===== config.mk =====
export PLATFORM = sky130hd
export DESIGN_NAME = paddle_ctrl_flat
export DESIGN_NICKNAME = d
export VERILOG_FILES = /design/src/rtl/paddle_ctrl_if.sv /design/src/rtl/paddle_ctrl.sv /design/src/flat_wrapper.sv
export SDC_FILE = /design/constraint.sdc
export NUM_CORES = 1
export LEC_CHECK = 0
export ABC_CLOCK_PERIOD_IN_PS = 6510
export CAP_MARGIN = 0
export CORE_ASPECT_RATIO = 0.7
export CORE_UTILIZATION = 50
export DETAILED_ROUTE_END_ITERATION = 12
export HOLD_SLACK_MARGIN = 0.06
export PLACE_DENSITY = 0.82
export SYNTH_ARGS = -nofsm -noshare
export SYNTH_HDL_FRONTEND = slang
export SYNTH_SLANG_ARGS = --single-unit

===== constraint.sdc =====
create_clock -name clk -period 6.51 [get_ports clk]
set_input_delay 1.953 -clock clk [delete_from_list [all_inputs] [get_ports clk]]
set_output_delay 1.953 -clock clk [all_outputs]
set_load 0.01 [all_outputs]

===== src/rtl/paddle_ctrl_if.sv =====
// Bundle of the paddle controller's keypad-side inputs, frame tick and
// paddle/key outputs. The slave modport is the controller's view; the
// master modport is the view of whatever drives the keypad and frame tick.
interface paddle_ctrl_if;
    logic [3:0] keycode;
    logic       key_pressed;
    logic       frame_tick;
    logic [9:0] paddle_y;
    logic       key_valid;
    logic [3:0] key_db;
    logic       press_pulse;

    modport master (
        output keycode,
        output key_pressed,
        output frame_tick,
        input  paddle_y,
        input  key_valid,
        input  key_db,
        input  press_pulse
    );

    modport slave (
        input  keycode,
        input  key_pressed,
        input  frame_tick,
        output paddle_y,
        output key_valid,
        output key_db,
        output press_pulse
    );
endinterface


===== src/rtl/paddle_ctrl.sv =====
// Per-player paddle controller: debounces the keypad scanner's key, emits a
// one-cycle press pulse on commit, and once per frame moves the paddle up or
// down, clamped to the playfield. Committing the centre key recentres it.
module paddle_ctrl #(
    parameter int         SCREEN_H        = 480,
    parameter int         PADDLE_H        = 64,
    parameter int         SPEED           = 4,
    parameter int         DEBOUNCE_CYCLES = 250000,
    parameter logic [3:0] KEY_UP          = 4'h2,
    parameter logic [3:0] KEY_DOWN        = 4'h8,
    parameter logic [3:0] KEY_CENTER      = 4'h5
) (
    input  logic          clk,
    input  logic          rst_n,
    paddle_ctrl_if.slave  bus
);

    localparam int MAX_Y    = SCREEN_H - PADDLE_H;
    localparam int CENTER_Y = MAX_Y / 2;
    localparam int CW       = $clog2(DEBOUNCE_CYCLES);

    localparam logic [CW-1:0] CNT_LAST  = CW'(DEBOUNCE_CYCLES - 1);
    localparam logic [CW-1:0] CNT_ZERO  = CW'(0);
    localparam logic [CW-1:0] CNT_ONE   = CW'(1);
    localparam logic [10:0]   MAX_Y11   = 11'(MAX_Y);
    localparam logic [10:0]   SPEED11   = 11'(SPEED);
    localparam logic [9:0]    SPEED10   = 10'(SPEED);
    localparam logic [9:0]    MAX_Y10   = 10'(MAX_Y);
    localparam logic [9:0]    CENTER10  = 10'(CENTER_Y);

    localparam logic [1:0] S_IDLE      = 2'd0;
    localparam logic [1:0] S_ARMING    = 2'd1;
    localparam logic [1:0] S_HELD      = 2'd2;
    localparam logic [1:0] S_RELEASING = 2'd3;

    logic [1:0]    r_state;
    logic [CW-1:0] r_cnt;
    logic [3:0]    r_cand;
    logic [3:0]    r_key_db;
    logic          r_key_valid;
    logic          r_press_pulse;
    logic [9:0]    r_paddle_y;

    logic [1:0]    w_state_nxt;
    logic [CW-1:0] w_cnt_nxt;
    logic [3:0]    w_cand_nxt;
    logic          w_commit;
    logic          w_release;
    logic          w_match_cand;
    logic          w_match_held;
    logic [10:0]   w_y11;
    logic [10:0]   w_down_sum;
    logic [9:0]    w_y_up;
    logic [9:0]    w_y_down;
    logic [9:0]    w_y_nxt;

    assign w_match_cand = bus.key_pressed && (bus.keycode == r_cand);
    assign w_match_held = bus.key_pressed && (bus.keycode == r_key_db);

    // Debounce FSM next-state: candidate arming, hold, and release windows share one counter.
    always_comb begin
        w_state_nxt = r_state;
        w_cnt_nxt   = r_cnt;
        w_cand_nxt  = r_cand;
        w_commit    = 1'b0;
        w_release   = 1'b0;
        case (r_state)
            S_IDLE: begin
                if (bus.key_pressed) begin
                    w_cand_nxt  = bus.keycode;
                    w_cnt_nxt   = CNT_ZERO;
                    w_state_nxt = S_ARMING;
                end else begin
                    w_state_nxt = S_IDLE;
                end
            end
            S_ARMING: begin
                if (w_match_cand) begin
                    if (r_cnt == CNT_LAST) begin
                        w_state_nxt = S_HELD;
                        w_cnt_nxt   = CNT_ZERO;
                        w_commit    = 1'b1;
                    end else begin
                        w_cnt_nxt = r_cnt + CNT_ONE;
                    end
                end else if (bus.key_pressed) begin
                    // A different key restarts the stability window on the new code.
                    w_cand_nxt = bus.keycode;
                    w_cnt_nxt  = CNT_ZERO;
                end else begin
                    w_state_nxt = S_IDLE;
                    w_cnt_nxt   = CNT_ZERO;
                end
            end
            S_HELD: begin
                w_cnt_nxt = CNT_ZERO;
                if (w_match_held) begin
                    w_state_nxt = S_HELD;
                end else begin
                    w_state_nxt = S_RELEASING;
                end
            end
            S_RELEASING: begin
                // Any non-matching input, including another key, counts toward release.
                if (w_match_held) begin
                    w_state_nxt = S_HELD;
                    w_cnt_nxt   = CNT_ZERO;
                end else if (r_cnt == CNT_LAST) begin
                    w_state_nxt = S_IDLE;
                    w_cnt_nxt   = CNT_ZERO;
                    w_release   = 1'b1;
                end else begin
                    w_cnt_nxt = r_cnt + CNT_ONE;
                end
            end
            default: begin
                w_state_nxt = S_IDLE;
                w_cnt_nxt   = CNT_ZERO;
            end
        endcase
    end

    // Paddle next position: recentre on centre-key commit, else clamped motion on frame tick.
    always_comb begin
        w_y11      = {1'b0, r_paddle_y};
        w_down_sum = w_y11 + SPEED11;
        w_y_up     = (w_y11 < SPEED11) ? 10'd0 : (r_paddle_y - SPEED10);
        w_y_down   = (w_down_sum > MAX_Y11) ? MAX_Y10 : w_down_sum[9:0];
        w_y_nxt    = r_paddle_y;
        if (w_commit && (r_cand == KEY_CENTER)) begin
            w_y_nxt = CENTER10;
        end else if (bus.frame_tick && r_key_valid) begin
            if (r_key_db == KEY_UP) begin
                w_y_nxt = w_y_up;
            end else if (r_key_db == KEY_DOWN) begin
                w_y_nxt = w_y_down;
            end else begin
                w_y_nxt = r_paddle_y;
            end
        end else begin
            w_y_nxt = r_paddle_y;
        end
    end

    // State, counter and output registers.
    always_ff @(posedge clk or negedge rst_n) begin
        if (!rst_n) begin
            r_state       <= S_IDLE;
            r_cnt         <= CNT_ZERO;
            r_cand        <= 4'd0;
            r_key_db      <= 4'd0;
            r_key_valid   <= 1'b0;
            r_press_pulse <= 1'b0;
            r_paddle_y    <= CENTER10;
        end else begin
            r_state       <= w_state_nxt;
            r_cnt         <= w_cnt_nxt;
            r_cand        <= w_cand_nxt;
            r_press_pulse <= w_commit;
            r_paddle_y    <= w_y_nxt;
            if (w_commit) begin
                r_key_db    <= r_cand;
                r_key_valid <= 1'b1;
            end else if (w_release) begin
                r_key_db    <= 4'd0;
                r_key_valid <= 1'b0;
            end else begin
                r_key_db    <= r_key_db;
                r_key_valid <= r_key_valid;
            end
        end
    end

    assign bus.paddle_y    = r_paddle_y;
    assign bus.key_valid   = r_key_valid;
    assign bus.key_db      = r_key_db;
    assign bus.press_pulse = r_press_pulse;

endmodule

===== src/flat_wrapper.sv =====
// flat-port wrapper written by rule: the top's interface ports become plain ports
module paddle_ctrl_flat 
#(
    parameter int         SCREEN_H        = 480,
    parameter int         PADDLE_H        = 64,
    parameter int         SPEED           = 4,
    parameter int         DEBOUNCE_CYCLES = 250000,
    parameter logic [3:0] KEY_UP          = 4'h2,
    parameter logic [3:0] KEY_DOWN        = 4'h8,
    parameter logic [3:0] KEY_CENTER      = 4'h5
)
  (clk, rst_n, bus_keycode, bus_key_pressed, bus_frame_tick, bus_paddle_y, bus_key_valid, bus_key_db, bus_press_pulse);
  paddle_ctrl_if bus_i ();
  input  logic clk;
  input  logic rst_n;
  input wire logic [$bits(bus_i.keycode)-1:0] bus_keycode;
  input wire logic [$bits(bus_i.key_pressed)-1:0] bus_key_pressed;
  input wire logic [$bits(bus_i.frame_tick)-1:0] bus_frame_tick;
  output wire logic [$bits(bus_i.paddle_y)-1:0] bus_paddle_y;
  output wire logic [$bits(bus_i.key_valid)-1:0] bus_key_valid;
  output wire logic [$bits(bus_i.key_db)-1:0] bus_key_db;
  output wire logic [$bits(bus_i.press_pulse)-1:0] bus_press_pulse;
  assign bus_i.keycode = bus_keycode;
  assign bus_i.key_pressed = bus_key_pressed;
  assign bus_i.frame_tick = bus_frame_tick;
  assign bus_paddle_y = bus_i.paddle_y;
  assign bus_key_valid = bus_i.key_valid;
  assign bus_key_db = bus_i.key_db;
  assign bus_press_pulse = bus_i.press_pulse;
  paddle_ctrl #(.SCREEN_H(SCREEN_H), .PADDLE_H(PADDLE_H), .SPEED(SPEED), .DEBOUNCE_CYCLES(DEBOUNCE_CYCLES), .KEY_UP(KEY_UP), .KEY_DOWN(KEY_DOWN), .KEY_CENTER(KEY_CENTER)) u_core (.clk(clk), .rst_n(rst_n), .bus(bus_i));
endmodule

==> PnR_summary.wiki, run 1 <==
{| class="wikitable"
! Metric !! Value
|-
| Result of the run || finished, final reports clean
|-
| Leftover overflow at the end of global routing || 0
|-
| Diode count || 0
|-
| Global-route wire length before repair || ~9700 um
|-
| Number of register bits inferred by synthesis || 38
|-
| Launching element type of the critical path || input pin
|-
| Max frequency || approximately 230 MHz
|-
| IO Pins || 24
|-
| Post-synthesis cell type count || 63
|-
| Number of gates resized after CTS || 0
|-
| Die height || 62.2 um
|-
| Setup Viol. Count Final || 0
|-
| Final critical path time including I/O delays and setup || 4.35 ns
|-
| Area share of xor/xnor cells in the synthesized design || 4.40%
|-
| Worst Max-Slew Pin Slew || 1.16 ns
|-
| Vias post-DR || 2284
|-
| Hold Path Stages || 1
|-
| Core utilization of the finished layout || between 50 and 60%
|-
| Number of CTS-inserted buffers || 5
|-
| GRT Total Usage || 22.2%
|-
| Final critical-path share of the clock period || 66.8%
|-
| Type of the worst min-delay path || flop to flop
|-
| Synth Area in Simple Gates || 27.5%
|-
| Proportion of synthesized chip area in sequential cells || a little under two fifths
|-
| Clock Tree Buf Depth || 2
|-
| Number of optimization iterations in the first detailed-route pass || 5
|-
| Buffering stage count on the worst path with inverters included || 1
|-
| Number of nets with antenna violations after routing || 0
|-
| Post-Place Setup Slack || 1.92 ns
|-
| Initial core utilization || about 53%
|-
| DRC violations left || 0
|-
| Commonest non-fill, non-tap cell in the layout || sky130_fd_sc_hd__nand2_1
|-
| FF+latch area || 955 sq um
|-
| Crit path arrival time || 4.57 ns
|-
| Worst hold start || u_core.r_cnt[15]
|-
| Net count, final || 322
|-
| Power density normalized to cell area || about 150 nW/um^2
|-
| Count of mapped cells out of synthesis || 302
|-
| Fraction of final layout cells with drive strength greater than 1 || 9.29%
|-
| Vias per std cell || roughly 6.0
|-
| Vias in the first global route || 2070
|-
| Die span in x || 88 um
|-
| # hold bufs at CTS || 0
|-
| Most frequent cells in the layout || sky130_fd_sc_hd__nand2_1 (40), sky130_fd_sc_hd__dfrtp_1 (35), sky130_fd_sc_hd__nand3_1 (21), sky130_fd_sc_hd__clkdlybuf4s50_1 (20)
|-
| Final RePlAce weighted congestion || between 0.8 and 0.9
|-
| Total placed instance area || ~2800 sq um
|-
| CTS Root Buffer Type || sky130_fd_sc_hd__clkbuf_8
|-
| Post-synth top flop || sky130_fd_sc_hd__dfrtp_1
|-
| Leakage power total || 1.14 nW
|-
| Layout Cell Area excl Fill || 2860 sq um
|-
| Post-CTS Setup Repair Bufs || 0
|-
| Number of placement rows || 21
|-
| Unrepaired setup endpoints after global routing || false
|-
| Slowest cell on crit path || sky130_fd_sc_hd__a211oi_2
|-
| Clock Skews || 0.00990 ns
|-
| Post-layout power || 0.426 mW
|-
| DP HPWL || slightly below 4000 um
|-
| Clock-pin slew on the worst setup and hold paths || 0.08 ns
|-
| Core Region || 4890 sq um
|-
| Clock tree from TritonCTS || done
|-
| Register-to-Register Setup Slack || a little under 4 ns
|-
| Cell-by-cell trace of the critical path || clkdlybuf4s50_1 > xor2_1 > nor4_2 > nand2_1 > a211oi_2 > a41oi_1 > a21oi_1
|-
| FF-to-FF End || u_core.r_cnt[14]
|-
| Remaining max-slew budget at the tightest pin || 22.3%
|-
| Footprint of the multi-input gates || 1490 sq um
|-
| Count of cells along the worst register-to-register path || 6
|-
| Maximum ir drop on the vdd rail || 131 uV
|-
| CP Data Required Time || 6.73 ns
|-
| TritonCTS Sinks || 38
|-
| Total of warnings raised by yosys || 0
|-
| Die area || about 5500 sq um
|-
| Multiplexer share of the synthesized area || 2.75%
|-
| Slack of the critical path || 2.16 ns
|-
| Synthesis-to-layout area growth || 10.3%
|-
| Complex-gate fraction of the synthesized area || 20.9%
|-
| Final max-slew violation count || 0
|-
| Beginning of the worst register-to-register path || u_core.r_cand[2]
|-
| Combinational family with the most area after synthesis || simple AND/OR/NAND/NOR gates
|-
| Number of antenna violations at the first check in global routing || 0
|-
| Area share of fa/ha/maj cells after synthesis || 1.45%
|-
| Number of endpoints with negative hold slack in the final report || 0
|-
| Iteration-0 DRC Markers || 217
|-
| Max_cap viols || 0
|-
| Critical path's top delay family || compound AO/OA/AOI/OAI gates
|-
| Detailed-route wire length per cell || 14.3 um
|-
| Worst-skew pair later-pin latency || 0.29 ns
|-
| WHS Endpoint || u_core.r_cnt[15]
|-
| Setup CP Type || input pin to flop
|-
| Accumulated negative setup slack || 0 ns
|-
| Port bufs || 21
|-
| Crit-path max FO || 20
|-
| Number of filler instances in the final layout || about 420
|-
| Synthesized area per cell || 8.57 sq um
|-
| Number of flops mapped to enable cells by yosys || 0
|-
| Proportion of synthesized flip-flops having asynchronous set or reset || 100%
|-
| H-Tree Depth || 2
|-
| Overall routed net length || approximately 5400 um
|-
| Maximum number of pins on one net before global-route repair || 39
|-
| Slowest Stage Delay on Critical Path || 0.98 ns
|-
| Area of the mapped netlist || ~2600 sq um
|-
| Critical Path End Type || flop
|}
-- worst register-to-register path, stage by stage, from the launching register on --
cell,delay [ns]
sky130_fd_sc_hd__dfrtp_1,0.42
sky130_fd_sc_hd__xor2_1,0.17
sky130_fd_sc_hd__nor4_2,0.38
sky130_fd_sc_hd__nand2_1,0.20
sky130_fd_sc_hd__a211oi_2,0.98
sky130_fd_sc_hd__a41oi_1,0.23
sky130_fd_sc_hd__a21oi_1,0.17
-- cell families (layout without fill, tap and decap cells) --
kind of cell / Yosys count / in the layout
buffers and inverters: 30 / 39
AND/OR/NAND/NOR: 129 / 129
flip-flops: 38 / 38
AO/OA/AOI/OAI: 81 / 81
other: 1 / 2
XOR/XNOR: 13 / 13
adder cells (fa/ha/maj): 3 / 3
multiplexers: 7 / 7
-- layer usage --
layer  global-route usage [%]  share of wire, %  vias up
li1                         -                 -     1106
met1                     34.1                50     1097
met2                     31.6                43       77
met3                     5.05               5.9        4
met4                     5.33              0.57        0
met5                        0                 0        -
-- flip-flops by register name, summed over array words and instances, names as in the netlist --
signal,count
u_core.r_cand,4
u_core.bus.key_valid,1
u_core.r_state,2
u_core.bus.press_pulse,1
u_core.bus.key_db,4
u_core.r_cnt,18
u_core.bus.paddle_y,8
-- power breakdown --
part	internal [mW]	switching [mW]	leakage [nW]
clock	0.0743	0.0821	0.0450
combinational	0.0100	0.0169	0.594
sequential	0.239	0.00381	0.506
-- synth_stat cells (5+ instances only) --
cell type                   n  area share, %
sky130_fd_sc_hd__mux2i_1    6            2.3
sky130_fd_sc_hd__buf_2      8            1.5
sky130_fd_sc_hd__xor2_1     5            1.7
sky130_fd_sc_hd__o21ai_1    5           0.97
sky130_fd_sc_hd__inv_1     10            1.5
sky130_fd_sc_hd__a21oi_1   19            3.7
sky130_fd_sc_hd__xnor2_1    8            2.7
sky130_fd_sc_hd__and3_1     8            1.9
sky130_fd_sc_hd__clkbuf_1   5           0.73
sky130_fd_sc_hd__nand3_1   21            4.1
sky130_fd_sc_hd__dfrtp_1   35             34
sky130_fd_sc_hd__nor2_1    19            2.8
sky130_fd_sc_hd__nand2_1   40            5.8
sky130_fd_sc_hd__a22o_1     7            2.4
sky130_fd_sc_hd__o21ai_0   18            3.5
sky130_fd_sc_hd__nor3_1     7            1.4
-- metrics by stage --
step,hold slack (ns),std cells
3_5_place_dp,0.483,373
5_1_grt,0.500,381
3_3_place_gp,0.478,373
6_report,0.494,381
2_1_floorplan,0.451,303
4_1_cts,0.493,381
-- worst max path at each step --
stage / from / to / slack [ns] / depth (start not counted)
floorplan: bus_keycode[2] / u_core.r_cnt[15] / 3.22 / 7
global placement: bus_keycode[2] / u_core.r_cnt[14] / 2.03 / 7
detailed placement: bus_keycode[2] / u_core.r_cnt[14] / 1.92 / 7
CTS: bus_keycode[2] / u_core.r_cnt[14] / 2.19 / 7
global route: bus_keycode[2] / u_core.r_cnt[15] / 1.85 / 7
finish: bus_keycode[2] / u_core.r_cnt[14] / 2.16 / 7
-- area by class of cell --
| class | instances | share of cell area (%) |
|---|---|---|
| clock inverter | 2 | 0.351 |
| multi-input combinational | 235 | 52.1 |
| clock buffer | 6 | 2.54 |
| tap | 69 | 3.02 |
| timing repair buffer | 21 | 7.19 |
| sequential | 38 | 33.4 |
| inverter | 10 | 1.31 |
Note: power is estimated with default switching activity, not from simulation.
==> inputs of run 2 (changes only) <==
ABC_CLOCK_PERIOD_IN_PS = 3550   (was 6510)
PLACE_DENSITY = 0.85   (was 0.82)
clock period = 3.55 ns   (was 6.51 ns; I/O delays follow)
==> run 2 against run 1 <==
Hold slack got worse by 0.0050 ns. Non-clock buffer count rose by 2. Power rose by 91%. Die area did not move. Sequential power rose by 83%. Final cell count rose by 0.52%. Flip-flop and latch count did not move.
==> PnR_summary.wiki, run 2 (synthesis gave the netlist of run 1 again) <==
{| class="wikitable"
! Metric !! Value
|-
| Number of flip-flops under the largest register name || 18 (unchanged)
|-
| Critical Path Stages || 8 (was 7)
|-
| Share of power burned in the clock network || 38.9% (was 36.7%)
|-
| Post-layout power || 0.812 mW (was 0.426 mW)
|-
| Number of filler instances in the final layout || 442 (was 419)
|-
| Switching part of the total power || 24.4% (was 24.2%)
|-
| Buffering stage count on the worst path with inverters included || 2 (was 1)
|-
| Leftover overflow at the end of global routing || 0 (unchanged)
|-
| Worst Max-Slew Pin Slew || 0.886 ns (was 1.16 ns)
|-
| Worst hold slack across all endpoints || 0.489 ns (was 0.494 ns)
|-
| Clock-pin slew on the worst setup and hold paths || 0.08 ns (about the same)
|-
| Slowest Stage Delay on Critical Path || 0.48 ns (was 0.98 ns)
|-
| Maximum number of pins on one net before global-route repair || 39 (unchanged)
|-
| Power density normalized to cell area || 282 nW/um^2 (was 149 nW/um^2)
|-
| IO Pins || 24 (unchanged)
|-
| Type of the worst min-delay path || flop to flop (unchanged)
|-
| Core Region || 4890 sq um (unchanged)
|-
| Number of gates resized after CTS || 0 (unchanged)
|-
| Cell-by-cell trace of the critical path || clkdlybuf4s50_1 > xor2_1 > nor4_2 > nand2_1 > a211oi_2 > buf_4 > a41oi_1 > a21oi_1 (was clkdlybuf4s50_1 > xor2_1 > nor4_2 > nand2_1 > a211oi_2 > a41oi_1 > a21oi_1)
|-
| Clock Skews || 0.00480 ns (was 0.00990 ns)
|-
| Worst-skew pair later-pin latency || 0.30 ns (was 0.29 ns)
|-
| Max frequency || 353 MHz
|-
| Vias post-DR || 2295 (was 2284)
|-
| Net count, final || 324 (was 322)
|-
| Number of nets with antenna violations after routing || 0 (unchanged)
|-
| Final max-slew violation count || 0 (unchanged)
|-
| Critical path's top delay family || buffers and inverters (was compound AO/OA/AOI/OAI gates)
|-
| Post-CTS Setup Repair Bufs || 0 (unchanged)
|-
| Remaining max-slew budget at the tightest pin || 40.9% (was 22.3%)
|-
| H-Tree Depth || 2 (unchanged)
|-
| Number of placement rows || 21 (unchanged)
|-
| Post-Place Setup Slack || 0.401 ns (was 1.92 ns)
|-
| Number of optimization iterations in the first detailed-route pass || 5 (unchanged)
|-
| Accumulated negative setup slack || 0 ns (unchanged)
|-
| Max_cap viols || 0 (unchanged)
|-
| Slack of the critical path || 0.718 ns (was 2.16 ns)
|-
| Combinational share of power || 6.4% (was 6.3%)
|-
| Clock Tree Buf Depth || 2 (unchanged)
|-
| Slowest cell on crit path || sky130_fd_sc_hd__clkdlybuf4s50_1 (was sky130_fd_sc_hd__a211oi_2)
|-
| Pint || 0.614 mW (was 0.323 mW)
|-
| Vias in the first global route || 2093 (was 2070)
|-
| Setup CP Type || input pin to flop (unchanged)
|-
| Final critical-path share of the clock period || 79.8%
|-
| Cell total after placement || 375 (was 373)
|-
| Total placed instance area || 2790 sq um (was 2770 sq um)
|-
| Synthesis-to-layout area growth || 11.2% (was 10.3%)
|-
| Net switching power || 0.198 mW (was 0.103 mW)
|-
| Die area || 5470 sq um (unchanged)
|-
| Largest reg by FF count || u_core.r_cnt (unchanged)
|-
| Count of cells along the worst register-to-register path || 6 (unchanged)
|-
| Unrepaired setup endpoints after global routing || false (unchanged)
|-
| Vias per std cell || 5.99 (about the same)
|-
| Setup Viol. Count Final || 0 (unchanged)
|-
| Result of the run || finished, final reports clean (unchanged)
|-
| Post-route insts no fill || 383 (was 381)
|-
| Most frequent cells in the layout || sky130_fd_sc_hd__nand2_1 (40), sky130_fd_sc_hd__dfrtp_1 (35), sky130_fd_sc_hd__nand3_1 (21), sky130_fd_sc_hd__clkdlybuf4s50_1 (20) (unchanged)
|-
| Detailed-route wire length per cell || 15.2 um (was 14.3 um)
|-
| Maximum ir drop on the vdd rail || 197 uV (was 131 uV)
|-
| # hold bufs at CTS || 0 (unchanged)
|-
| Number of antenna violations at the first check in global routing || 0 (unchanged)
|-
| Hold Path Stages || 1 (unchanged)
|-
| Fraction of final layout cells with drive strength greater than 1 || 9.87% (was 9.29%)
|-
| Diode count || 0 (unchanged)
|-
| Crit-path max FO || 20 (unchanged)
|-
| Die span in x || 88 um (unchanged)
|-
| Core utilization of the finished layout || 58.9% (was 58.4%)
|-
| Number of endpoints with negative hold slack in the final report || 0 (unchanged)
|-
| Leakage power total || 1.16 nW (was 1.14 nW)
|-
| Layout Cell Area excl Fill || 2880 sq um (was 2860 sq um)
|-
| Die height || 62.2 um (unchanged)
|-
| Clock tree from TritonCTS || done (unchanged)
|-
| Final RePlAce weighted congestion || 0.878 (was 0.872)
|-
| Launching element type of the critical path || input pin (unchanged)
|-
| Final critical path time including I/O delays and setup || 2.83 ns
|-
| CTS Root Buffer Type || sky130_fd_sc_hd__clkbuf_8 (unchanged)
|-
| Global-route wire length before repair || 9930 um (was 9670 um)
|-
| Commonest non-fill, non-tap cell in the layout || sky130_fd_sc_hd__nand2_1 (unchanged)
|-
| CP Data Required Time || 3.78 ns (was 6.73 ns)
|-
| Iteration-0 DRC Markers || 207 (was 217)
|-
| Seq pwr share || 54.8% (was 56.9%)
|-
| DRC violations left || 0 (unchanged)
|-
| Initial core utilization || 53.0% (unchanged)
|-
| Crit path arrival time || 3.06 ns (was 4.57 ns)
|-
| Number of CTS-inserted buffers || 5 (unchanged)
|-
| Critical Path End Type || flop (unchanged)
|-
| Overall routed net length || 5820 um (was 5440 um)
|-
| Port bufs || 21 (unchanged)
|-
| DP HPWL || 4090 um (was 3890 um)
|-
| GRT Total Usage || 23.6% (was 22.2%)
|-
| TritonCTS Sinks || 38 (unchanged)
|}
==> run 2: changes by cell type in the layout (fill, tap and decap cells not counted), sizes merged <==
cell    previous run  this run
buf                1         3
clkinv             2         1
clkbuf             6         7
==> run 2: final cells by class <==
class | instances | area, sq um | share of cell area (%)
Clock buffer | 7 | 86.3 | 3.00
Clock inverter | 1 | 5.00 | 0.174
Inverter | 10 | 37.5 | 1.30
Multi-Input combinational cell | 235 | 1490 | 51.7
Sequential cell | 38 | 955 | 33.2
Tap cell | 69 | 86.3 | 3.00
Timing Repair Buffer | 23 | 220 | 7.65
==> run 2: per-layer routing <==
| layer | vias to the layer above | part of all wire [%] | GRT usage, % |
|---|---|---|---|
| met2 | 77 | 42 | 31.6 |
| li1 | 1116 | - | - |
| met3 | 12 | 4.8 | 4.39 |
| met4 | 0 | 1.6 | 9.02 |
| met1 | 1090 | 51 | 37.0 |
| met5 | - | 0 | 0 |
==> run 2: power by group through the flow <==
stage | Combinational (mW) | Sequential, mW | Clock (mW)
detailed placement | 0.0521 | 0.453 | 0
floorplan | 0.0290 | 0.451 | 0
global route | 0.0581 | 0.445 | 0.344
global placement | 0.0497 | 0.452 | 0
finish | 0.0518 | 0.445 | 0.315
CTS | 0.0522 | 0.444 | 0.322
==> run 2: path summary, 6_finish.rpt <==
path,from,to,slack [ns]
min,u_core.r_cnt[17],u_core.r_cnt[17],0.49
min in group asynchronous,rst_n,u_core.r_cnt[7],0.89
max reg2reg,u_core.bus.paddle_y[6],u_core.bus.paddle_y[2],1.07
min reg2reg,u_core.r_cnt[17],u_core.r_cnt[17],0.49
max in group asynchronous,rst_n,u_core.bus.key_valid,2.11
max,bus_keycode[2],u_core.r_cnt[14],0.72
